$ cat config.mk
export PLATFORM = sky130hd
export DESIGN_NAME = immgen_stage
export DESIGN_NICKNAME = d
export VERILOG_FILES = /design/src/rtl/common.sv /design/src/rtl/pipes.sv /design/src/rtl/imm_extract.sv /design/src/rtl/immgen_stage.sv
export SDC_FILE = /design/constraint.sdc
export NUM_CORES = 1
export LEC_CHECK = 0
export BUFFER_PORTS_ARGS = -buffer_cell sky130_fd_sc_hd__buf_2
export CORE_MARGIN = 3
export CORE_UTILIZATION = 50
export CTS_BUF_LIST = sky130_fd_sc_hd__clkbuf_2 sky130_fd_sc_hd__clkbuf_4 sky130_fd_sc_hd__clkbuf_8
export DETAILED_ROUTE_END_ITERATION = 6
export GPL_TIMING_DRIVEN = 1
export PLACE_DENSITY = 0.8
export SETUP_SLACK_MARGIN = 0.05
export SYNTH_ARGS = -nofsm -noshare
export SYNTH_HDL_FRONTEND = slang
export SYNTH_SLANG_ARGS = --single-unit
$ cat constraint.sdc
create_clock -name clk -period 14.7 [get_ports clk]
set_input_delay 0.735 -clock clk [delete_from_list [all_inputs] [get_ports clk]]
set_output_delay 0.735 -clock clk [all_outputs]
set_load 0.02 [all_outputs]
$ cat src/rtl/common.sv
// Shared scalar widths used across the decode/execute pipeline.
// u32 carries raw instructions, u64 is the widest datapath word.
package common;

    typedef logic [31:0] u32;
    typedef logic [63:0] u64;

endpackage

$ cat src/rtl/pipes.sv
// Pipeline-level types: immediate formats, skid buffer states and
// a sign-extension helper shared by the immediate generator.
package pipes;

    import common::*;

    typedef enum logic [3:0] {
        IMM_NONE = 4'd0,
        IMM_I    = 4'd1,
        IMM_S    = 4'd2,
        IMM_B    = 4'd3,
        IMM_U    = 4'd4,
        IMM_J    = 4'd5,
        IMM_Z    = 4'd6,
        IMM_CI   = 4'd7,
        IMM_CJ   = 4'd8,
        IMM_CB   = 4'd9
    } imm_fmt_t;

    // Encoding is (out_valid, skid_valid).
    typedef enum logic [1:0] {
        BUF_EMPTY = 2'b00,
        BUF_ONE   = 2'b10,
        BUF_FULL  = 2'b11
    } buf_state_t;

    // Sign-extend the low w bits of v to 64 bits.
    function automatic u64 sext(input u64 v, input int unsigned w);
        int unsigned sh;
        sh = 64 - w;
        return u64'($signed(v << sh) >>> sh);
    endfunction

endpackage

$ cat src/rtl/imm_extract.sv
// Combinational immediate extraction for all base and compressed formats.
// Ports: fmt/instr in; imm (XLEN, extended) and err (illegal format) out.
module imm_extract
    import common::*;
    import pipes::*;
#(
    parameter int XLEN   = 64,
    parameter bit RVC_EN = 1'b1
) (
    input  imm_fmt_t        fmt,
    input  u32              instr,
    output logic [XLEN-1:0] imm,
    output logic            err
);

    u64   wide;
    logic unused_bits;

    always_comb begin
        wide = '0;
        err  = 1'b0;
        unique case (fmt)
            IMM_NONE: wide = '0;
            IMM_I: wide = sext(u64'(instr[31:20]), 12);
            IMM_S: wide = sext(u64'({instr[31:25], instr[11:7]}), 12);
            IMM_B: wide = sext(u64'({instr[31], instr[7], instr[30:25],
                                     instr[11:8], 1'b0}), 13);
            IMM_U: wide = sext(u64'({instr[31:12], 12'b0}), 32);
            IMM_J: wide = sext(u64'({instr[31], instr[19:12], instr[20],
                                     instr[30:21], 1'b0}), 21);
            IMM_Z: wide = u64'(instr[19:15]);
            IMM_CI: begin
                if (RVC_EN) wide = sext(u64'({instr[12], instr[6:2]}), 6);
                else        err  = 1'b1;
            end
            IMM_CJ: begin
                if (RVC_EN)
                    wide = sext(u64'({instr[12], instr[8], instr[10:9],
                                      instr[6], instr[7], instr[2],
                                      instr[11], instr[5:3], 1'b0}), 12);
                else
                    err = 1'b1;
            end
            IMM_CB: begin
                if (RVC_EN)
                    wide = sext(u64'({instr[12], instr[6:5], instr[2],
                                      instr[11:10], instr[4:3], 1'b0}), 9);
                else
                    err = 1'b1;
            end
            default: err = 1'b1;
        endcase
    end

    assign imm = wide[XLEN-1:0];

    // Opcode quadrant bits and, for RV32, the upper half are not needed.
    assign unused_bits = ^{instr[1:0], wide};

endmodule

$ cat src/rtl/immgen_stage.sv
// Registered immediate/target generation stage with a two-entry skid buffer.
// Ports: in_* beat (valid/ready, fmt, instr, pc), out_* beat (imm, target, pc, err).
module immgen_stage
    import common::*;
    import pipes::*;
#(
    parameter int XLEN   = 64,
    parameter bit RVC_EN = 1'b1
) (
    input  logic            clk,
    input  logic            reset,
    input  logic            flush,
    input  logic            in_valid,
    output logic            in_ready,
    input  imm_fmt_t        in_fmt,
    input  u32              in_instr,
    input  logic [XLEN-1:0] in_pc,
    output logic            out_valid,
    input  logic            out_ready,
    output logic [XLEN-1:0] out_imm,
    output logic [XLEN-1:0] out_target,
    output logic [XLEN-1:0] out_pc,
    output logic            out_err
);

    typedef struct packed {
        logic [XLEN-1:0] imm;
        logic [XLEN-1:0] tgt;
        logic [XLEN-1:0] pc;
        logic            err;
    } beat_t;

    buf_state_t state_q, state_d;
    beat_t      out_q, out_d;
    beat_t      skid_q, skid_d;
    beat_t      new_beat;
    logic       accept;
    logic       drain;

    // Payload is computed before buffering so both slots hold final values.
    imm_extract #(
        .XLEN   (XLEN),
        .RVC_EN (RVC_EN)
    ) u_extract (
        .fmt   (in_fmt),
        .instr (in_instr),
        .imm   (new_beat.imm),
        .err   (new_beat.err)
    );

    assign new_beat.pc  = in_pc;
    assign new_beat.tgt = in_pc + new_beat.imm;

    assign accept = in_valid & (state_q != BUF_FULL);
    assign drain  = (state_q != BUF_EMPTY) & out_ready;

    always_ff @(posedge clk or posedge reset) begin
        if (reset) begin
            state_q <= BUF_EMPTY;
            out_q   <= '0;
            skid_q  <= '0;
        end else begin
            state_q <= state_d;
            out_q   <= out_d;
            skid_q  <= skid_d;
        end
    end

    always_comb begin
        state_d = state_q;
        out_d   = out_q;
        skid_d  = skid_q;
        if (flush) begin
            state_d = BUF_EMPTY;
        end else begin
            case (state_q)
                BUF_EMPTY: begin
                    if (accept) begin
                        state_d = BUF_ONE;
                        out_d   = new_beat;
                    end
                end
                BUF_ONE: begin
                    if (accept && drain) begin
                        out_d = new_beat;
                    end else if (accept) begin
                        state_d = BUF_FULL;
                        skid_d  = new_beat;
                    end else if (drain) begin
                        state_d = BUF_EMPTY;
                    end
                end
                BUF_FULL: begin
                    if (drain) begin
                        state_d = BUF_ONE;
                        out_d   = skid_q;
                    end
                end
                default: state_d = BUF_EMPTY;
            endcase
        end
    end

    // Handshake outputs depend only on the state register.
    always_comb begin
        out_valid  = (state_q != BUF_EMPTY);
        in_ready   = (state_q != BUF_FULL);
        out_imm    = out_q.imm;
        out_target = out_q.tgt;
        out_pc     = out_q.pc;
        out_err    = out_q.err;
    end

endmodule

Word-level counts from Yosys, hierarchy flattened

Cells that the tools add are included.

Bits in registers: 388
Logic and storage cells: 55
Output and inout port bits: 195

$add $sub $neg: 1
Bitwise logic cells: 4
Reductions and logical operators: 9
Equal/unequal tests: 19
Multiplexer cells: 13

Operator list:

| operator             | count |
|---|---|
| $mux W193            | 3 |
| $pmux W193 S3        | 1 |
| $pmux W64 S9         | 1 |
| $add A64 B64 Y64     | 1 |
| $eq A4 B3 Y1 const B | 4 |
| $mux W2              | 6 |
| $reduce_or A10 Y1    | 1 |
| $ne A3 B3 Y1 const B | 3 |
| $eq A4 B2 Y1 const B | 2 |
| $eq A4 B4 Y1 const B | 2 |
| $ne A2 B2 Y1 const B | 4 |
| $reduce_and A4 Y1    | 2 |
| $pmux W2 S3          | 1 |
| $reduce_and A5 Y1    | 1 |
| $eq A2 B2 Y1 const B | 2 |
| $eq A4 B1 Y1 const B | 1 |
| $logic_not A4 Y1     | 1 |
| $ne A4 B4 Y1 const B | 1 |
| $reduce_bool A3 Y1   | 1 |
| $and A1 B1 Y1        | 2 |
| $logic_not A2 Y1     | 1 |
| $not A1 Y1           | 2 |
| $reduce_bool A2 Y1   | 1 |
| $logic_and A1 B1 Y1  | 1 |
| $mux W1              | 1 |

Depth between registers and ports, before layout

Gate-level depths: netlist of the first run.

Depth after elaboration: 7
Depth in mapped cells: 21

Hierarchy

A second synthesis of the first run with hierarchy kept.

Cells, all modules: 2386
Area, all modules: 20845.0 µm²

Modules (own cells, without submodules):

| module       | sequential area each (µm²) | area each (µm²) | cells an instance | instances |
|---|---|---|---|---|
| immgen_stage | 9709.3                     | 19725.2         | 2225              | 1 |
| imm_extract  | 0.0                        | 1119.8          | 161               | 1 |

Least setup slack after synthesis of the first run

OpenSTA, ideal clock, no wires.

Kind: input -> register
From: in in_fmt[1]
To: reg out_q (netlist bit out_target[63])
Library setup time: 131 ps
Path buffers: 2
Data required time: 14569 ps
Stages: 17
Data arrival time: 4668 ps
Slack: 9900 ps
Cells stage by stage: clkbuf_1 > nor2_1 > o31ai_1 > a21oi_1 > inv_1 > ha_1 > clkbuf_1 > a21oi_1 > o21bai_1 > a21oi_1 > nand2_1 > a211oi_1 > a21oi_4 > a21oi_4 > o21ai_1 > nor3b_1 > or3_1

RTL lines:

| element                | line               | source |
|---|---|---|
| start: declaration     | immgen_stage.sv:15 | `input imm_fmt_t in_fmt,` |
| end signal: assignment | immgen_stage.sv:64 | `out_q <= out_d;` |
| end: declaration       | immgen_stage.sv:34 | `beat_t out_q, out_d;` |

==> results of run 1 <==
-- critical path, cell delays in order --
cell,delay [ns]
buf_2,0.31
nor2b_1,0.36
a22oi_1,0.15
o21ai_0,0.62
ha_1,0.42
a21o_1,0.21
a221o_2,0.43
a211oi_2,0.40
o221ai_2,0.22
a211oi_1,0.45
or2_2,0.26
a21boi_2,0.12
a41oi_1,0.28
xor2_1,0.23
a22oi_1,0.11
-- cells in the final DEF (no fill, tap or decap), types with 4 or more instances in the layout --
master and n:
or3_1 5, mux2_2 4, dfrtp_1 324, ha_1 66, nand2b_1 6, clkinv_2 9
nor3_1 17, a221oi_1 6, nor2b_1 9, a21oi_1 161, a31oi_1 13, nand2_1 574
xor2_1 23, mux2i_1 103, buf_4 13, o21ai_1 5, inv_1 49, a22oi_1 6
or4_1 4, clkbuf_8 74, xnor2_1 39, and2_1 6, o21a_1 8, clkbuf_4 12
nand4_1 27, nor2_1 94, buf_2 297, a21o_1 37, bufinv_16 4, o21ai_0 253
o211ai_1 8, o21bai_1 17, nand3_1 31, and3_1 16, a211oi_1 4
-- worst paths after layout --
check                      startpoint              to  slack, ns
min                             reset   out_target[0]       0.29
min reg2reg                out_pc[39]      out_pc[39]       0.47
max in group asynchronous       reset      skid_q[82]      12.83
min in group clk             in_pc[4]       skid_q[5]       0.34
max reg2reg                state_q[0]  out_target[58]      10.91
max                         in_fmt[0]  out_target[60]       9.87
-- kinds of logic (layout without fill, tap and decap cells) --
family                     after synthesis  after routing  share of synthesized area [%]
AOI/OAI and AO/OA                      554            554                           17.9
xor gates and xnor gates                62             62                           3.00
adders and majority gates               68             68                           4.75
buffers and inverters                  220            461                           5.26
DFF                                    324            324                           44.8
muxes                                  107            107                           5.95
and+or+nand+nor                        801            801                           18.3
-- cell type report --
cell class	count	area share, %
Inverter	51	0.956
Multi-Input combinational cell	1592	43.5
Sequential cell	324	39.0
Timing Repair Buffer	311	7.71
Clock inverter	13	0.794
Tap cell	461	2.77
Clock buffer	86	5.33
-- flip-flops by register name, summed over array words and instances, names as in the netlist --
signal,flops
out_pc,64
out_imm,32
skid_q,161
state_q,2
out_err,1
out_target,64
-- routing by layer --
layer	up-vias	wire (um)	track usage, %
met3	105	3620	4.83
li1	7668	-	-
met2	613	24000	42.7
met4	0	1500	9.00
met5	-	0	0
met1	7665	22200	34.8
-- power by group through the flow --
stage | sequential [mW] | combinational (mW) | clock (mW)
after floorplan | 1.77 | 0.875 | 0
after global placement | 1.54 | 1.53 | 0
after detailed placement | 1.56 | 1.58 | 0
after CTS | 1.55 | 1.59 | 0.948
after global routing | 1.60 | 1.75 | 0.987
final | 1.55 | 1.58 | 0.927
==> impl_metrics.ini, run 1 <==
[sta]
finalCritPeriodShare_pct = 32.9
setup_viol = 0
slew_violations = 0
rsz0062_at_grt = false
setup_slack_ns = 9.87
setup_tns_ns = 0
max_freq_mhz = 207
fin_crit_ns = 4.83
clock_skew_ns = 0.0186
worst_pin_slew_ns = 1.13
finalHoldViolations = 0
max_slew_margin_pct = 24.6
timing.hold.ws_ns = 0.289

[cts]
clockRootBuffer = clkbuf_8
cts_tree = built
cts_resized = 0
clockBufferDepth = 3
cts_setup_buffers = 0
cts.sinks = 324
htreeDepth = 2
cts_buffers = 55
postCtsHoldBufs = 0
clock_latency_ns = 0.63
clk_pin_slew_worst_paths_ns = 0.06

[placement]
port_buffers = 297
post-place-ws_ns = 9.33
gp_congestion = 0.923
place_inst = 2739
hpwl_um = 36000
placed_area_um2 = 19500

[critical_path]
critPathCaptureType = flop
cp_max_fo = 16
worstSetupPathType = in2reg
crit_arrival_ns = 5.30
cp.required_ns = 15.17
reg2reg_depth = 10
crit_path_start_kind = primary input

[cells_and_area]
fin_nets = 2508
area_growth_pct = 15.1
seqCellArea_um2 = 8110
diodes = 0
fin_util_pct = 58.5
multi_input_area_um2 = 9050
layout.cells.non_filler = 2838
drive_above_1_share_pct = 18.7
fillers = 3084
final_cell_area_um2 = 20800

[grt]
grt_max_degree = 155
track_usage_pct = 26.0
grt_pass1_vias = 15418
antenna_found_initial = 0
grt-ovfl-total = 0
grt_pass1_wl_um = 81500

[logic_synthesis]
syn_area_per_cell_um2 = 8.46
yosys_warnings = 0
syn-num-nets = 2309
synth_flop_cell = dfrtp_1
synth_top_cells_by_area = dfrtp_1 45%, nand2_1 12%, o21ai_0 7.0%, mux2i_1 5.7%, ha_1 4.6%
synth.distinct_cells = 67
yosysTopAreaCellShare_pct = 44.8
yosysTopAreaCell = dfrtp_1
synth_common_cells = 575 x nand2_1, 324 x dfrtp_1, 253 x o21ai_0, 161 x a21oi_1, 120 x clkbuf_1
seq_area_frac_synth_pct = 44.8
synthCells = 2136
yosysMostFrequentCell = nand2_1
netlist_area_um2 = 18100
synth_edf_count = 0
synth-async-reset-ratio_pct = 100
ys_ff_latch = 324

[route]
dr.pass1.iters = 7
drc = 0
finalWirelength_um = 51300
ant_nets = 0
dr.first_iter.drc_count = 1153
viasPerCell = 5.66
dr_total_vias = 16051
wl_per_cell_um = 18.1

[floorplanning]
die_w_um = 196
io_pins = 300
fp-row-count = 69
core_um2 = 35600
start_util_pct = 50.8
fp.dieArea_um2 = 38500
fp.dieH_um = 196

[power_and_ir_drop]
internal-power_mw = 2.38
p_comb_share_pct = 38.9
swShare_pct = 41.4
fin_total_pwr_mw = 4.05
p_leak_nw = 10.6
power_frac_seq_pct = 38.2
clock_power_share_pct = 22.9
switching_power_mw = 1.68
ir_drop_uv = 128
p_per_area_nw_per_um2 = 195

[hold_path]
worst_hold_path_type = in2async

[job]
drv_cap = 0

[status]
status = complete, no violations
Power figures use the tool's default switching activity.
==> inputs of run 2 (changes only) <==
Settings changed: ABC_AREA from default to 1, PLACE_DENSITY 0.8 to 0.79.
Clock period 14.7 ns to 4.9 ns, I/O delays scaled along.
==> run 2 against run 1 <==
Area after synthesis is 12% higher. Power rose to 3.0 times the previous value. Sequential share of layout area shrank 5.1 points. Core utilization increased by 1.5 points. First-iteration DRC count grew 32%. Worst hold slack got worse by 0.25 ns. Sequential power grew to 2.9 times the previous value. Global-route usage grew 2.7 points. Design area grew 15%. Critical endpoint is now out_target[63]. Largest cell class unchanged. Largest power group unchanged.
==> impl_metrics.ini, run 2 <==
[cells_and_area]
multi_input_area_um2 = 9670
area_growth_pct = 17.9
fillers = 3831
final_common_cell = nand2_1
mostFrequentLayoutCells = 1142 x nand2_1, 479 x inv_1, 332 x o21ai_0
largest_reg_flops = 161
diodes = 0
seqCellArea_um2 = 8110
drive_above_1_share_pct = 13.3
fin_nets = 3517
top_register = skid_q

[floorplanning]
start_util_pct = 50.9
core_um2 = 39900
fp.dieArea_um2 = 43100
fp-row-count = 73
io_pins = 300
die_w_um = 208
fp.dieH_um = 208

[sta]
setup_viol = 0
worst_pin_slew_ns = 1.20
clock_skew_ns = 0.0508
finalHoldViolations = 0
fin_crit_ns = 3.48
slew_violations = 0
finalCritPeriodShare_pct = 71.0
setup_tns_ns = 0
max_slew_margin_pct = 20.2
rsz0062_at_grt = false
max_freq_mhz = 288

[critical_path]
crit_arrival_ns = 4.00
crit_path_start_kind = primary input
cp_max_fo = 35
worstSetupPathType = in2reg
cp.required_ns = 5.43
critPathCaptureType = flop

[power_and_ir_drop]
ir_drop_uv = 292
p_leak_nw = 13.5
p_per_area_nw_per_um2 = 513
fin_total_pwr_mw = 12.3

[cts]
cts_resized = 0
clk_pin_slew_worst_paths_ns = 0.06
cts_setup_buffers = 0
cts.sinks = 324
clockBufferDepth = 3
cts_buffers = 56
htreeDepth = 2
clockRootBuffer = clkbuf_8
clock_latency_ns = 0.67
cts_tree = built
postCtsHoldBufs = 82

[grt]
antenna_found_initial = 0
grt_max_degree = 244
track_usage_pct = 28.7
grt_pass1_vias = 19001
grt_pass1_wl_um = 100000
grt-ovfl-total = 0

[logic_synthesis]
yosysTopAreaCellShare_pct = 39.9
synth_edf_count = 0
syn_area_per_cell_um2 = 6.69
yosys_warnings = 0
ys_ff_latch = 324
yosysTopAreaCell = dfrtp_1
synth_common_cells = 1142 x nand2_1, 480 x inv_1, 332 x o21ai_0, 324 x dfrtp_1, 180 x nor2_1
seq_area_frac_synth_pct = 39.9
syn-num-nets = 3208
netlist_area_um2 = 20300
synth.distinct_cells = 42
synth-async-reset-ratio_pct = 100
synthCells = 3035
yosysMostFrequentCell = nand2_1
synth_top_cells_by_area = dfrtp_1 40%, nand2_1 21%, inv_1 8.9%, o21ai_0 8.2%, ha_1 4.1%
synth_flop_cell = dfrtp_1

[hold_path]
worst_hold_path_type = in2reg

[placement]
port_buffers = 297
gp_congestion = 0.975
hpwl_um = 44300

[status]
status = complete, no violations

[route]
dr.pass1.iters = 5
wl_per_cell_um = 15.8
drc = 0
dr.first_iter.drc_count = 1522
viasPerCell = 5.04
dr_total_vias = 19707
ant_nets = 0
finalWirelength_um = 61800

[job]
drv_cap = 0
run 2: changes by cell type in the layout (fill, tap and decap cells not counted), moves of 25 or more:
cell / delta
nand2_1: +568
o21ai_0: +79
o21ai_1: +27
inv_1: +430
a21o_1: -36
a21oi_1: -62
dlygate4sd3_1: +82
nand3_1: +68
nor2_1: +86
mux2i_1: -103
nand4_1: -25
run 2: cell type report:
type / instances / area share [%]
multi-input combinational: 2083 / 40.4
sequential: 324 / 33.9
timing repair buffer: 388 / 10.1
inverter: 491 / 7.73
clock buffer: 77 / 4.22
tap: 525 / 2.74
clock inverter: 19 / 0.972
run 2: metal layers:
layer | routed length [um] | GRT usage (%) | part of all wire, %
met4 | 2590 | 11.4 | 4.2
met2 | 30100 | 50.4 | 49
met1 | 25600 | 36.1 | 41
met3 | 3510 | 3.67 | 5.7
met5 | 0 | 0 | 0
run 2: final timing paths:
kind,from,endpoint,slack [ns],cells past startpoint
setup / recovery,in_fmt[3],out_target[63],1.42,21
hold / removal,in_instr[12],skid_q[141],0.04,3
setup reg to reg,state_q[0],out_target[20],1.75,8
hold reg to reg,skid_q[0],skid_q[0],0.47,2
max in group asynchronous,reset,skid_q[49],3.46,4
min in group asynchronous,reset,out_pc[3],0.22,3
run 2: cells by family after synthesis:
| kind of cell | after synthesis | share of synthesized area (%) |
|---|---|---|
| XOR/XNOR | 28 | 1.21 |
| flip-flops | 324 | 39.9 |
| AO/OA/AOI/OAI | 516 | 13.3 |
| buffers and inverters | 628 | 12.6 |
| AND/OR/NAND/NOR | 1471 | 28.7 |
| adder cells (fa/ha/maj) | 68 | 4.23 |
run 2: critical path: stages:
cell and delay, ns:
dlygate4sd3_1 0.52, buf_2 0.19, inv_2 0.07, nand4_2 0.16, nand2_4 0.08, nand2_4 0.09, nand2_4 0.10, inv_6 0.10
nand2_4 0.26, ha_1 0.59, nand2_1 0.17, nor2_1 0.15, inv_1 0.08, nor2_2 0.15, nand2_1 0.11, nor4_1 0.35
nand2_1 0.15, nand3_1 0.13, nand3_1 0.10, nand2_1 0.13, nand2_1 0.06
run 2: stage by stage:
step,setup slack [ns],area [um2],std cells,utilization (%),hold WS [ns]
final,1.42,24000,3907,60.0,0.0427
after global routing,1.16,24000,3907,60.0,0.0581
after CTS,1.51,24000,3907,60.0,0.0216
after detailed placement,1.26,21900,3729,54.8,0.336
after global placement,1.32,21900,3729,54.8,0.325
after floorplan,0.332,20300,3035,-,0.366
run 2: power by group:
part | total, mW | switching (mW) | internal (mW) | leakage [nW]
registers | 4.54 | 0.595 | 3.94 | 4.01
logic | 4.99 | 3.38 | 1.61 | 8.81
clock network | 2.76 | 1.17 | 1.60 | 0.663
==> inputs of run 3 (changes only) <==
Settings changed: ABC_AREA 1 to 0, PLACE_DENSITY 0.79 to 0.83.
Clock period 4.9 ns to 2.8 ns, I/O delays scaled along.
==> run 3 against run 2 <==
The flow now finishes with violations (hold timing, setup timing). Register-to-register slack got worse by 1.5 ns. Count of clock-buffer cells in the layout unchanged. Clock power increased by 79%. Critical path type unchanged. Critical endpoint is now out_target[47]. Highest routed layer unchanged.
==> impl_metrics.ini, run 3 (synthesis gave the netlist of run 1 again) <==
[critical_path]
cp_max_fo = 8
critPathCaptureType = flop
cp.required_ns = 3.34
r2r_slack_ns = 0.22
crit_path_start_kind = primary input
path_cells = buf_8, nor2_4, and2_4, a21o_1, nand2_2, buf_4, buf_6, o21ai_4, a21oi_1, buf_4, inv_1, ha_1, a21o_1, a21o_1, a21oi_1, nand2_1, a211oi_2, a21oi_4, a21oi_4, buf_6, xnor2_4, mux2i_1, o21ai_1
slowest_stage = mux2i_1
worstSetupPathType = in2reg
crit_arrival_ns = 3.88
crit_top_cell = a21o_1
max_stage_delay_ns = 0.37

[route]
dr.first_iter.drc_count = 1903
dr_total_vias = 19521
wl_met1_um = 26400
drc = 0
wl_per_cell_um = 21.0
finalWirelength_um = 69900
ant_nets = 0
top_layer_used = met4
dr.pass1.iters = 7
viasPerCell = 5.86
wl_met3_um = 5470
met2_length_um = 33700

[cts]
clockBufferDepth = 3
clk_pin_slew_worst_paths_ns = 0.07
clockRootBuffer = clkbuf_8
cts.sinks = 324
htreeDepth = 2
clock_latency_ns = 0.66
cts_tree = built
cts_buffers = 54

[cells_and_area]
fin_nets = 3004
area_growth_pct = 50.1
largest_reg_flops = 161
top_register = skid_q
fillers = 2141
drive_above_1_share_pct = 39.0
mostFrequentLayoutCells = 557 x nand2_1, 367 x buf_4, 324 x dfrtp_1
diodes = 0
final_common_cell = nand2_1

[sta]
setup_viol = 79
finalHoldViolations = 1
finalCritPeriodShare_pct = 120
max_freq_mhz = 299
setup_slack_ns = -0.548
fin_crit_ns = 3.35
worst_pin_slew_ns = 1.04
timing.hold.ws_ns = -0.00787
rsz0062_at_grt = true
slew_violations = 0
max_slew_margin_pct = 30.6
clock_skew_ns = 0.0261

[status]
violations = hold timing, setup timing
status = finished with violations

[floorplanning]
io_pins = 300
die_w_um = 196
core_um2 = 35600
fp.dieArea_um2 = 38500
fp-row-count = 69
fp.dieH_um = 196
start_util_pct = 50.8

[placement]
post-place-ws_ns = -1.13
hpwl_um = 42300
port_buffers = 297
gp_congestion = 0.934

[grt]
track_usage_pct = 32.2
grt_pass1_vias = 19182
grt-ovfl-total = 0
antenna_found_initial = 0
grt_pass1_wl_um = 100000
grt_max_degree = 227

[power_and_ir_drop]
power_frac_seq_pct = 34.2
p_comb_share_pct = 45.5
internal-power_mw = 14.0
p_leak_nw = 13.5
ir_drop_uv = 866
swShare_pct = 42.6
switching_power_mw = 10.4
clock_power_share_pct = 20.3
fin_total_pwr_mw = 24.3
p_per_area_nw_per_um2 = 896

[job]
drv_cap = 0

[hold_path]
worst_hold_path_type = in2reg
## run 3: layout make-up
cell class | instances | area, um2 | area share [%]
well taps | 461 | 577 | 2.12
multi-input cells | 1593 | 11000 | 40.6
clock inverters | 18 | 248 | 0.913
flip-flops and latches | 324 | 8110 | 29.9
repair buffers | 807 | 6000 | 22.1
clock buffers | 77 | 991 | 3.65
inverters | 51 | 199 | 0.733
## run 3: critical path, delay by kind of cell
kind,cells,cell delay [ns]
xor gates and xnor gates,1,0.07
muxes,1,0.37
adders and majority gates,1,0.28
and+or+nand+nor,4,0.40
buffers and inverters,6,0.67
AOI/OAI and AO/OA,10,1.93
## run 3: layer usage
layer | track usage (%) | vias up
met1 | 40.1 | 9385
li1 | - | 8645
met5 | 0 | -
met3 | 4.60 | 325
met4 | 15.1 | 0
met2 | 55.3 | 1166
## run 3: path summary, 6_finish.rpt
kind,startpoint,to,cells past startpoint
worst max-delay path,in_fmt[2],out_target[47],23
worst min-delay path,in_pc[0],skid_q[65],4
worst max register to register,state_q[0],out_pc[5],11
worst min register to register,out_pc[47],out_pc[47],2
max in group asynchronous,reset,skid_q[27],4
min in group asynchronous,reset,skid_q[62],3
## run 3: repair_timing
| action | 4_1_cts | 5_1_grt |
|---|---|---|
| hold endpoints to repair | 159 | 2 |
| pin swaps | 63 | 102 |
| buffers inserted | 45 | 37 |
| resized for setup | 157 | 168 |
| endpoints found under the setup margin | 86 | 101 |
| hold buffers | 75 | 1 |
| gates cloned | 2 | 1 |
## run 3: per-stage QoR
step                instances  instance area [um2]  TNS (ns)  hold slack, ns  util [%]
finish                   3331                27100    -18.65        -0.00787      76.3
global route             3331                27100    -28.96      -0.0000262      76.3
CTS                      3300                26100     -3.26         0.00226      73.5
detailed placement       3084                23000    -85.91           0.289      64.6
global placement         3084                23000    -76.27           0.284      64.6
floorplan                2136                18900   -610.87           0.245         -
## run 3: power by group through the flow
stage | logic (mW) | registers, mW | clock network, mW
global placement | 9.26 | 8.08 | 0
global route | 11.9 | 8.51 | 5.14
detailed placement | 9.61 | 8.22 | 0
CTS | 10.1 | 8.17 | 4.94
floorplan | 4.85 | 9.29 | 0
finish | 11.1 | 8.31 | 4.93
